## src/rtl/mini_src_pkg.sv

```systemverilog
// rtl/mini_src_pkg.sv - Mini-SRC opcode, ALU opcode, instruction class and sequencer state encodings
package mini_src_pkg;

   localparam logic [4:0] OP_LD   = 5'b00000;
   localparam logic [4:0] OP_LDI  = 5'b00001;
   localparam logic [4:0] OP_ST   = 5'b00010;
   localparam logic [4:0] OP_ADD  = 5'b00011;
   localparam logic [4:0] OP_SUB  = 5'b00100;
   localparam logic [4:0] OP_AND  = 5'b00101;
   localparam logic [4:0] OP_OR   = 5'b00110;
   localparam logic [4:0] OP_SHR  = 5'b00111;
   localparam logic [4:0] OP_SHL  = 5'b01000;
   localparam logic [4:0] OP_ROR  = 5'b01001;
   localparam logic [4:0] OP_ROL  = 5'b01010;
   localparam logic [4:0] OP_ADDI = 5'b01011;
   localparam logic [4:0] OP_ANDI = 5'b01100;
   localparam logic [4:0] OP_ORI  = 5'b01101;
   localparam logic [4:0] OP_MUL  = 5'b01110;
   localparam logic [4:0] OP_DIV  = 5'b01111;
   localparam logic [4:0] OP_NEG  = 5'b10000;
   localparam logic [4:0] OP_NOT  = 5'b10001;
   localparam logic [4:0] OP_MFHI = 5'b10111;
   localparam logic [4:0] OP_MFLO = 5'b11000;
   localparam logic [4:0] OP_NOP  = 5'b11001;
   localparam logic [4:0] OP_HALT = 5'b11010;

   // Shared with alu_32; do not renumber.
   localparam logic [3:0] ALU_ADD = 4'd0;
   localparam logic [3:0] ALU_SUB = 4'd1;
   localparam logic [3:0] ALU_AND = 4'd2;
   localparam logic [3:0] ALU_OR  = 4'd3;
   localparam logic [3:0] ALU_SHR = 4'd4;
   localparam logic [3:0] ALU_SHL = 4'd5;
   localparam logic [3:0] ALU_ROR = 4'd6;
   localparam logic [3:0] ALU_ROL = 4'd7;
   localparam logic [3:0] ALU_MUL = 4'd8;
   localparam logic [3:0] ALU_DIV = 4'd9;
   localparam logic [3:0] ALU_NEG = 4'd10;
   localparam logic [3:0] ALU_NOT = 4'd11;

   typedef enum logic [3:0] {
      ST_RESET, ST_T0, ST_T1, ST_T2, ST_T3, ST_T4, ST_T5, ST_T6, ST_T7, ST_HALT
   } state_t;

   typedef enum logic [3:0] {
      CLS_RTYPE, CLS_IMM, CLS_UNARY, CLS_MULDIV, CLS_LD, CLS_ST,
      CLS_MFHI, CLS_MFLO, CLS_NOP, CLS_HALT, CLS_ILLEGAL
   } instr_class_t;

endpackage

```

## src/rtl/mini_src_ir_decode.sv

```systemverilog
// rtl/mini_src_ir_decode.sv - opcode to instruction class and ALU opcode
// mul/div are decoded only when MINI_SRC_CTRL_MULDIV_EN is defined; otherwise they are illegal.
import mini_src_pkg::*;

module mini_src_ir_decode (
   input  logic [4:0]   opcode,
   output instr_class_t instr_class,
   output logic [3:0]   alu_op
);

   always_comb begin
      instr_class = CLS_ILLEGAL;
      alu_op      = ALU_ADD;
      case (opcode)
         OP_ADD:  begin instr_class = CLS_RTYPE; alu_op = ALU_ADD; end
         OP_SUB:  begin instr_class = CLS_RTYPE; alu_op = ALU_SUB; end
         OP_AND:  begin instr_class = CLS_RTYPE; alu_op = ALU_AND; end
         OP_OR:   begin instr_class = CLS_RTYPE; alu_op = ALU_OR;  end
         OP_SHR:  begin instr_class = CLS_RTYPE; alu_op = ALU_SHR; end
         OP_SHL:  begin instr_class = CLS_RTYPE; alu_op = ALU_SHL; end
         OP_ROR:  begin instr_class = CLS_RTYPE; alu_op = ALU_ROR; end
         OP_ROL:  begin instr_class = CLS_RTYPE; alu_op = ALU_ROL; end
         OP_ADDI: begin instr_class = CLS_IMM;   alu_op = ALU_ADD; end
         OP_ANDI: begin instr_class = CLS_IMM;   alu_op = ALU_AND; end
         OP_ORI:  begin instr_class = CLS_IMM;   alu_op = ALU_OR;  end
         OP_LDI:  begin instr_class = CLS_IMM;   alu_op = ALU_ADD; end
         OP_NEG:  begin instr_class = CLS_UNARY; alu_op = ALU_NEG; end
         OP_NOT:  begin instr_class = CLS_UNARY; alu_op = ALU_NOT; end
`ifdef MINI_SRC_CTRL_MULDIV_EN
         OP_MUL:  begin instr_class = CLS_MULDIV; alu_op = ALU_MUL; end
         OP_DIV:  begin instr_class = CLS_MULDIV; alu_op = ALU_DIV; end
`endif
         // Effective address for ld/st is rb + C through the adder.
         OP_LD:   begin instr_class = CLS_LD;    alu_op = ALU_ADD; end
         OP_ST:   begin instr_class = CLS_ST;    alu_op = ALU_ADD; end
         OP_MFHI: instr_class = CLS_MFHI;
         OP_MFLO: instr_class = CLS_MFLO;
         OP_NOP:  instr_class = CLS_NOP;
         OP_HALT: instr_class = CLS_HALT;
         default: instr_class = CLS_ILLEGAL;
      endcase
   end

endmodule

```

## src/rtl/mini_src_control_unit.sv

```systemverilog
// rtl/mini_src_control_unit.sv - Mini-SRC multi-cycle control sequencer (fetch T0-T2, execute T3-T7)
// Define MINI_SRC_CTRL_MULDIV_EN to build the mul/div execute sequences.
import mini_src_pkg::*;

module mini_src_control_unit (
   input  logic        clk,
   input  logic        in_clr,
   input  logic [31:0] in_ir,
   input  logic        in_mem_ready,
   output logic        out_reg_clear,
   output logic [3:0]  out_regfile_location,
   output logic [3:0]  out_alu_opcode,
   output logic        out_mdr_select,
   output logic        out_inc_pc,
   output logic        out_regfile_read,
   output logic        out_hi_read,
   output logic        out_lo_read,
   output logic        out_z_hi_read,
   output logic        out_z_lo_read,
   output logic        out_pc_read,
   output logic        out_mdr_read,
   output logic        out_c_read,
   output logic        out_regfile_write,
   output logic        out_hi_write,
   output logic        out_lo_write,
   output logic        out_z_write,
   output logic        out_pc_write,
   output logic        out_mdr_write,
   output logic        out_ir_write,
   output logic        out_y_write,
   output logic        out_mar_write,
   output logic        out_mem_read,
   output logic        out_mem_write,
   output logic        out_halted,
   output logic        out_illegal
);

   state_t       state, state_next;
   instr_class_t cls;
   logic [3:0]   dec_alu_op;
   logic [3:0]   ra, rb, rc;
   logic         unused_ir_low;

   assign ra            = in_ir[26:23];
   assign rb            = in_ir[22:19];
   assign rc            = in_ir[18:15];
   assign unused_ir_low = ^in_ir[14:0];

   mini_src_ir_decode u_decode (
      .opcode      (in_ir[31:27]),
      .instr_class (cls),
      .alu_op      (dec_alu_op)
   );

   always_ff @(posedge clk) begin
      if (in_clr) state <= ST_RESET;
      else        state <= state_next;
   end

   always_comb begin
      state_next           = state;
      out_reg_clear        = 1'b0;
      out_regfile_location = 4'd0;
      out_alu_opcode       = 4'd0;
      out_mdr_select       = 1'b0;
      out_inc_pc           = 1'b0;
      out_regfile_read     = 1'b0;
      out_hi_read          = 1'b0;
      out_lo_read          = 1'b0;
      out_z_hi_read        = 1'b0;
      out_z_lo_read        = 1'b0;
      out_pc_read          = 1'b0;
      out_mdr_read         = 1'b0;
      out_c_read           = 1'b0;
      out_regfile_write    = 1'b0;
      out_hi_write         = 1'b0;
      out_lo_write         = 1'b0;
      out_z_write          = 1'b0;
      out_pc_write         = 1'b0;
      out_mdr_write        = 1'b0;
      out_ir_write         = 1'b0;
      out_y_write          = 1'b0;
      out_mar_write        = 1'b0;
      out_mem_read         = 1'b0;
      out_mem_write        = 1'b0;
      out_halted           = 1'b0;
      out_illegal          = 1'b0;
      case (state)
         ST_RESET: begin
            out_reg_clear = 1'b1;
            state_next    = ST_T0;
         end
         // PC increments through its own adder while the old PC goes to MAR.
         ST_T0: begin
            out_pc_read = 1'b1; out_mar_write = 1'b1;
            out_inc_pc  = 1'b1; out_pc_write  = 1'b1;
            state_next  = ST_T1;
         end
         ST_T1: begin
            out_mem_read = 1'b1; out_mdr_select = 1'b1;
            if (in_mem_ready) begin
               out_mdr_write = 1'b1;
               state_next    = ST_T2;
            end
         end
         ST_T2: begin
            out_mdr_read = 1'b1; out_ir_write = 1'b1;
            state_next   = ST_T3;
         end
         ST_T3: begin
            state_next = ST_T4;
            case (cls)
               CLS_RTYPE, CLS_IMM, CLS_LD, CLS_ST: begin
                  out_regfile_read = 1'b1; out_regfile_location = rb; out_y_write = 1'b1;
               end
               CLS_UNARY: begin
                  out_regfile_read = 1'b1; out_regfile_location = rb;
                  out_alu_opcode   = dec_alu_op; out_z_write = 1'b1;
               end
               CLS_MULDIV: begin
                  out_regfile_read = 1'b1; out_regfile_location = ra; out_y_write = 1'b1;
               end
               CLS_MFHI: begin
                  out_hi_read = 1'b1; out_regfile_write = 1'b1; out_regfile_location = ra;
                  state_next  = ST_T0;
               end
               CLS_MFLO: begin
                  out_lo_read = 1'b1; out_regfile_write = 1'b1; out_regfile_location = ra;
                  state_next  = ST_T0;
               end
               CLS_HALT:    state_next = ST_HALT;
               CLS_ILLEGAL: begin
                  out_illegal = 1'b1;
                  state_next  = ST_T0;
               end
               default:     state_next = ST_T0;
            endcase
         end
         ST_T4: begin
            state_next = ST_T5;
            case (cls)
               CLS_RTYPE: begin
                  out_regfile_read = 1'b1; out_regfile_location = rc;
                  out_alu_opcode   = dec_alu_op; out_z_write = 1'b1;
               end
               CLS_IMM, CLS_LD, CLS_ST: begin
                  out_c_read = 1'b1; out_alu_opcode = dec_alu_op; out_z_write = 1'b1;
               end
               CLS_UNARY: begin
                  out_z_lo_read = 1'b1; out_regfile_write = 1'b1; out_regfile_location = ra;
                  state_next    = ST_T0;
               end
               CLS_MULDIV: begin
                  out_regfile_read = 1'b1; out_regfile_location = rb;
                  out_alu_opcode   = dec_alu_op; out_z_write = 1'b1;
               end
               default: state_next = ST_T0;
            endcase
         end
         ST_T5: begin
            state_next = ST_T0;
            case (cls)
               CLS_RTYPE, CLS_IMM: begin
                  out_z_lo_read = 1'b1; out_regfile_write = 1'b1; out_regfile_location = ra;
               end
               CLS_LD, CLS_ST: begin
                  out_z_lo_read = 1'b1; out_mar_write = 1'b1;
                  state_next    = ST_T6;
               end
               CLS_MULDIV: begin
                  out_z_lo_read = 1'b1; out_lo_write = 1'b1;
                  state_next    = ST_T6;
               end
               default: ;
            endcase
         end
         ST_T6: begin
            state_next = ST_T0;
            case (cls)
               CLS_LD: begin
                  out_mem_read = 1'b1; out_mdr_select = 1'b1;
                  if (in_mem_ready) begin
                     out_mdr_write = 1'b1;
                     state_next    = ST_T7;
                  end else begin
                     state_next    = ST_T6;
                  end
               end
               CLS_ST: begin
                  out_regfile_read = 1'b1; out_regfile_location = ra; out_mdr_write = 1'b1;
                  state_next       = ST_T7;
               end
               CLS_MULDIV: begin
                  out_z_hi_read = 1'b1; out_hi_write = 1'b1;
               end
               default: ;
            endcase
         end
         ST_T7: begin
            state_next = ST_T0;
            case (cls)
               CLS_LD: begin
                  out_mdr_read = 1'b1; out_regfile_write = 1'b1; out_regfile_location = ra;
               end
               CLS_ST: begin
                  out_mem_write = 1'b1;
                  if (!in_mem_ready) state_next = ST_T7;
               end
               default: ;
            endcase
         end
         ST_HALT: out_halted = 1'b1;
         default: state_next = ST_RESET;
      endcase
   end

endmodule

```

## config.mk

```make
export PLATFORM = sky130hd
export DESIGN_NAME = mini_src_control_unit
export DESIGN_NICKNAME = d
export VERILOG_FILES = /design/src/rtl/mini_src_pkg.sv /design/src/rtl/mini_src_ir_decode.sv /design/src/rtl/mini_src_control_unit.sv
export SDC_FILE = /design/constraint.sdc
export NUM_CORES = 1
export LEC_CHECK = 0
export ABC_AREA = 0
export CAP_MARGIN = 20
export CORE_MARGIN = 8
export CORE_UTILIZATION = 35
export CTS_CLUSTER_SIZE = 10
export DETAILED_ROUTE_END_ITERATION = 10
export PLACE_DENSITY_LB_ADDON = 0.25
export REMOVE_ABC_BUFFERS = 1
export SLEW_MARGIN = 20
export SYNTH_ARGS = -nofsm -noshare
export SYNTH_HDL_FRONTEND = slang
export SYNTH_SLANG_ARGS = --single-unit
export TNS_END_PERCENT = 20
```

## constraint.sdc

```tcl
create_clock -name clk -period 4.96 [get_ports clk]
set_input_delay 0.496 -clock clk [delete_from_list [all_inputs] [get_ports clk]]
set_output_delay 0.496 -clock clk [all_outputs]
set_load 0.03 [all_outputs]
```

======== Yosys cells after proc, flatten, opt, wreduce, memory -nomap -nowiden ========
Cells that the tools add are included.
Widths: inputs -> output; s select.
storage, ports and cells
  ROM bits ................................ 0
  memories kept ........................... 0
  latch bits .............................. 0
  output and inout bits ................... 32
  RAM bits ................................ 0
  word-level logic and storage cells ...... 115
  register bits after elaboration ......... 4
  input bits .............................. 35
operators by class
  equal/unequal tests ..................... 38
  bitwise gates (word level) .............. 1
  muxes and demuxes ....................... 56
  add/subtract/negate cells ............... 0
  shift operators ......................... 0
  $lt $le $gt $ge ......................... 0
  multipliers ............................. 0
  divide/modulo/power cells ............... 0
  reduce and logical (&&, ||, !) cells .... 19
operator list
  kind                number
  $pmux 4 s9          2
  $pmux 4 s10         1
  $mux 4              9
  $eq 4x3->1 const B  8
  $pmux 4 s2          4
  $eq 5x4->1 const B  6
  $eq 5x5->1 const B  6
  $mux 1              27
  $eq 5x3->1 const B  4
  $pmux 4 s5          1
  $eq 4x2->1 const B  4
  $eq 4x4->1 const B  4
  $pmux 1 s2          7
  $reduce_or 2->1     7
  $pmux 4 s3          1
  $eq 5x2->1 const B  2
  $reduce_or 5->1     2
  $reduce_or 3->1     3
  $eq 4x1->1 const B  2
  $logic_not 4->1     2
  $reduce_or 8->1     1
  $mux 3              2
  $reduce_or 6->1     1
  $eq 5x1->1 const B  1
  other kinds (7)     7

======== Logic depth before layout (Yosys ltp) ========
  word-level depth ........................ 7
  gate-level depth with buffers ........... 6
  mapped depth without buffers ............ 4

======== Hierarchy ========
Synthesis repeated with hierarchy kept, for this count alone.
second synthesis, totals
  cell total of the unflattened synthesis .. 182
  area, all modules ....................... 1318.8 um2
by module, submodules not included
  module                 times used  sequential area each (um2)  cells an instance  area each (um2)
  mini_src_control_unit  1           80.1                        141                1022.2
  mini_src_ir_decode     1           0.0                         41                 296.5

======== Worst setup path after synthesis ========
No wires, ideal clock.
  kind .................................... input -> output
  start point ............................. input port in_ir[31]
  end point ............................... output port out_mem_read
  buffers on the path ..................... 2
  data arrival time ....................... 2.134 ns
  cell stages on the path ................. 5
  required time ........................... 4.464 ns
  slack ................................... 2.330 ns
  path through ............................ buf_4 > or3_4 > or3_1 > a21oi_1 > buf_4
between the ends
  cells in the longest elaborated chain, start to end .. 6
  elaborated cells between the ends (all ways) .. 27
  those cells by class .................... 20 x eq/ne; 3 x mux; 4 x reduce/logical
RTL lines
  element                                                  line                         source
  start: declaration                                       mini_src_control_unit.sv:8   input logic [31:0] in_ir,
  $eq 5x2->1, or another cell as far along                 mini_src_ir_decode.sv:14     case (opcode)
  $reduce_or 8->1 (no line), or another cell as far along  --
  $pmux 4 s9 (*)                                           mini_src_ir_decode.sv:14
  $eq 4x3->1 (*)                                           --
  $mux 1 (*)                                               --
  $pmux 1 s2 (*)                                           --
  end: declaration                                         mini_src_control_unit.sv:32  output logic out_mem_read,
Every way passes the cells marked *; elsewhere a longest branch is shown, timed or not.

======== Worst setup path after layout ========
  start point ............................. input port in_ir[30]
  end point ............................... output port out_regfile_location[2]
between the ends
  cells in the longest elaborated chain, start to end .. 7
  elaborated cells between the ends (all ways) .. 41
  those cells by class .................... 26 x eq/ne; 7 x mux; 8 x reduce/logical
RTL lines
  element                                                  line                                                        source
  $eq 5x2->1, or another cell as far along                 mini_src_ir_decode.sv:14
  $reduce_or 8->1 (no line), or another cell as far along  --
  $pmux 4 s9 (*)                                           mini_src_ir_decode.sv:14
  $eq 4x3->1, or another cell as far along                 mini_src_control_unit.sv:112, mini_src_control_unit.sv:179
  $reduce_or 5->1 (no line), or another cell as far along  --
  $pmux 4 s2 or $mux 4 (tied branches)                     mini_src_control_unit.sv:112, mini_src_control_unit.sv:162
  $pmux 4 s5 (*)                                           mini_src_control_unit.sv:88                                 case (state)
  end: declaration                                         mini_src_control_unit.sv:11                                 output logic [3:0] out_regfile_location,
Marks and branches as above.

==> results.py <==
metrics = {
    "outcome": {
        "outcome": "finished clean",
    },
    "placed_design": {
        "dp.cells": 238,
        "gp_congestion": 0.8789,
        "dpl.hpwl_um": 2960,
        "io_buffers": 48,
        "dp_worst_setup_slack_ns": 0.9547,
    },
    "global_route": {
        "antenna_found_initial": 0,
        "overflow": 0,
        "grt_pass1_vias": 1376,
        "grt_util_all_layers": 0.1483,
        "grt_pass1_wl_um": 6527,
        "grt_max_degree": 24,
    },
    "logic_synthesis": {
        "synth_common_cells": "nand2_1 (13), nor2_1 (13), nand2b_1 (9)",
        "synth_area_leaders": "dfxtp_1 (7.2%), nand2b_1 (5.0%), buf_4 (4.7%), nand2_1 (4.4%), nor2_1 (4.4%)",
        "synth_cell_type_count": 57,
        "yosysSeqAreaShare": 0.07167,
        "ys.flop_type": "dfxtp_1",
        "yosys.area.top_type_share": 0.07167,
        "avgSynthCellArea_sq_um": 6.940,
        "synth_area_sq_um": 1117,
        "ys_seq_elements": 4,
        "async_reset_ff_frac": 0,
        "netlist.top_cell.by_area": "dfxtp_1",
        "synth-edff-count": 0,
        "synth_cells": 161,
        "synth_warnings": 0,
    },
    "run": {
        "cap_viol_max_count": 0,
    },
    "drt": {
        "wl_met2_um": 1891,
        "drc_errors": 0,
        "via_per_inst": 5.813,
        "vias": 1401,
        "drt-total-wl_um": 3879,
        "drt_iter0_drc": 70,
        "ant_nets": 0,
        "drt_first_pass_iters": 4,
        "wl_per_cell_um": 16.10,
        "routed.top_layer": "met4",
        "met1_length_um": 1600,
        "wl_met3_um": 348,
    },
    "clock_network": {
        "cts_buffer_depth": 2,
        "clkSlewWorstSetupHoldPaths_ns": 0.04,
        "clk_latency_ns": 0.25,
        "ctsHoldBuffers": 0,
        "clock_sinks": 4,
        "cts_resized": 0,
        "numCtsBuffers": 3,
        "cts-root-buf": "clkbuf_4",
        "postCtsSetupRepairBufs": 0,
        "cts_max_level": 1,
        "cts_tree": "yes",
    },
    "timing": {
        "tightest_slew_ns": 0.8136,
        "setup_tns_ns": 0,
        "slew_headroom": 0.4559,
        "hold_viol_final": 0,
        "setup_viol": 0,
        "fin_skew_ns": 0.003616,
        "finalCritPeriodShare": 0.8106,
        "min_period_ns": 4.020,
        "setup_slack_ns": 0.9396,
        "max_freq_ghz": 0.2487,
        "rsz0062_at_grt": "false",
        "final_max_slew_viol_count": 0,
    },
    "layout": {
        "nNetsFinal": 234,
        "fin_cells": 241,
        "top_register": "state",
        "reg.largest.list": "state: 4 flops",
        "drive_above_1_share": 0.09137,
        "antenna_cells": 0,
        "largest_reg_flops": 4,
        "synthToLayoutAreaGrowth_pct": 41.99,
    },
    "power_and_ir_drop": {
        "peakVddDrop_v": 0.00005239,
        "power.density_nw_per_um2": 202.3,
        "leakagePower_uw": 0.0005214,
    },
    "critical_path": {
        "r2r_end": "state[3]$_SDFFE_PP0P_",
        "crit_end": "out_regfile_location[2]",
        "cp-start-kind": "input pin",
        "critical_path_class": "in2out",
        "r2r-start": "state[2]$_SDFFE_PP0P_",
        "critPathMaxFanout": 23,
        "critical-path-top-delay-family": "buffers and inverters",
        "cp.depth": 6,
        "reg2reg_slack_ns": 3.12,
        "critPathBufInv": 2,
        "crit_path_cell_trace": "clkdlybuf4s50_1 > or3_4 > nor4_2 > nor4_1 > o221ai_1 > clkdlybuf4s50_1",
        "max_stage_delay_ns": 0.82,
        "worstSetupStartpoint": "in_ir[30]",
        "slowest_stage": "clkdlybuf4s50_1",
        "end_kind": "output port",
        "r2r_cells": 4,
        "cp_common_cell": "clkdlybuf4s50_1",
        "required_ns": 4.46,
        "arrival_ns": 3.52,
    },
    "min_path": {
        "worstHoldStart": "state[3]$_SDFFE_PP0P_",
        "min_path_type": "reg2reg",
    },
    "floorplan": {
        "die_w_um": 72.50,
        "start_util": 0.3660,
        "die_y_um": 72.50,
        "design.core.area_sq_um": 3053,
        "die-area_sq_um": 5256,
        "row_count": 20,
        "num_io_pins": 67,
    },
}
==> through the flow <==
stage	total power [uW]	hold WS [ns]	cell area (sq um)	util
3_3_place_gp	275.2	0.7897	1564	0.5123
4_1_cts	321.6	0.7997	1587	0.5197
3_5_place_dp	277.4	0.7925	1564	0.5123
5_1_grt	339.9	0.8897	1587	0.5197
2_1_floorplan	182.9	0.5651	1013	-
6_report	320.9	0.8087	1587	0.5197
==> worst reg2reg max path, stage by stage, from the launching register on <==
cell,delay (ns)
dfxtp_1,0.61
nor4b_2,0.31
nand2_1,0.13
or4_1,0.52
a31oi_1,0.19
==> metal layers <==
metal,GRT usage,vias to the layer above
li1,-,685
met1,0.1691,651
met2,0.2558,60
met3,0.04545,5
met4,0.04667,0
met5,0,-
==> cell type report <==
| type | instances | area [sq um] |
|---|---|---|
| Inverter | 7 | 26.28 |
| Timing Repair Buffer | 50 | 495.5 |
| Tap cell | 44 | 55.05 |
| Fill cell | 308 | 1466 |
| Sequential cell | 4 | 80.08 |
| Clock buffer | 3 | 22.52 |
| Multi-Input combinational cell | 133 | 907.1 |
==> worst min path at each step <==
stage | to | slack, ns | cells past startpoint
4_1_cts | state[0]$_SDFFE_PP0P_ | 0.80 | 3
6_report | state[0]$_SDFFE_PP0P_ | 0.81 | 3
3_5_place_dp | state[0]$_SDFFE_PP0P_ | 0.79 | 3
5_1_grt | state[1]$_SDFFE_PP0P_ | 0.89 | 2
2_1_floorplan | state[1]$_SDFFE_PP0P_ | 0.57 | 1
3_3_place_gp | state[0]$_SDFFE_PP0P_ | 0.79 | 3
==> where the power goes <==
part           total, uW  internal [uW]  leakage [uW]  switching, uW
clock               43.1           27.2     0.0000138           15.8
combinational        216           93.4      0.000475            123
sequential          61.9           38.0     0.0000328           23.9
total                321            159      0.000521            162
==> logic make-up after synthesis <==
kind of cell,share of synthesized area
buffers and inverters,0.1232
and+or+nand+nor,0.3953
muxes,0.01904
other,0.003356
xor gates and xnor gates,0.02352
AOI/OAI and AO/OA,0.3639
DFF,0.07167
==> layout by cell type (no fill, tap or decap), drive strengths merged, types with 3 or more instances in the layout <==
master,synthesis,layout
a32o,4,4
clkbuf,5,3
o21ai,4,4
or2,5,5
nand2,13,13
a32oi,4,4
a21oi,8,8
nor3,6,6
conb,1,3
a211oi,3,3
nand3,5,5
inv,7,7
or3,4,4
dfxtp,4,4
and2,3,3
nor4,7,7
nor2,13,13
clkdlybuf4s50,0,48
nand2b,9,9
No activity file was read; power rests on OpenSTA's default activity.
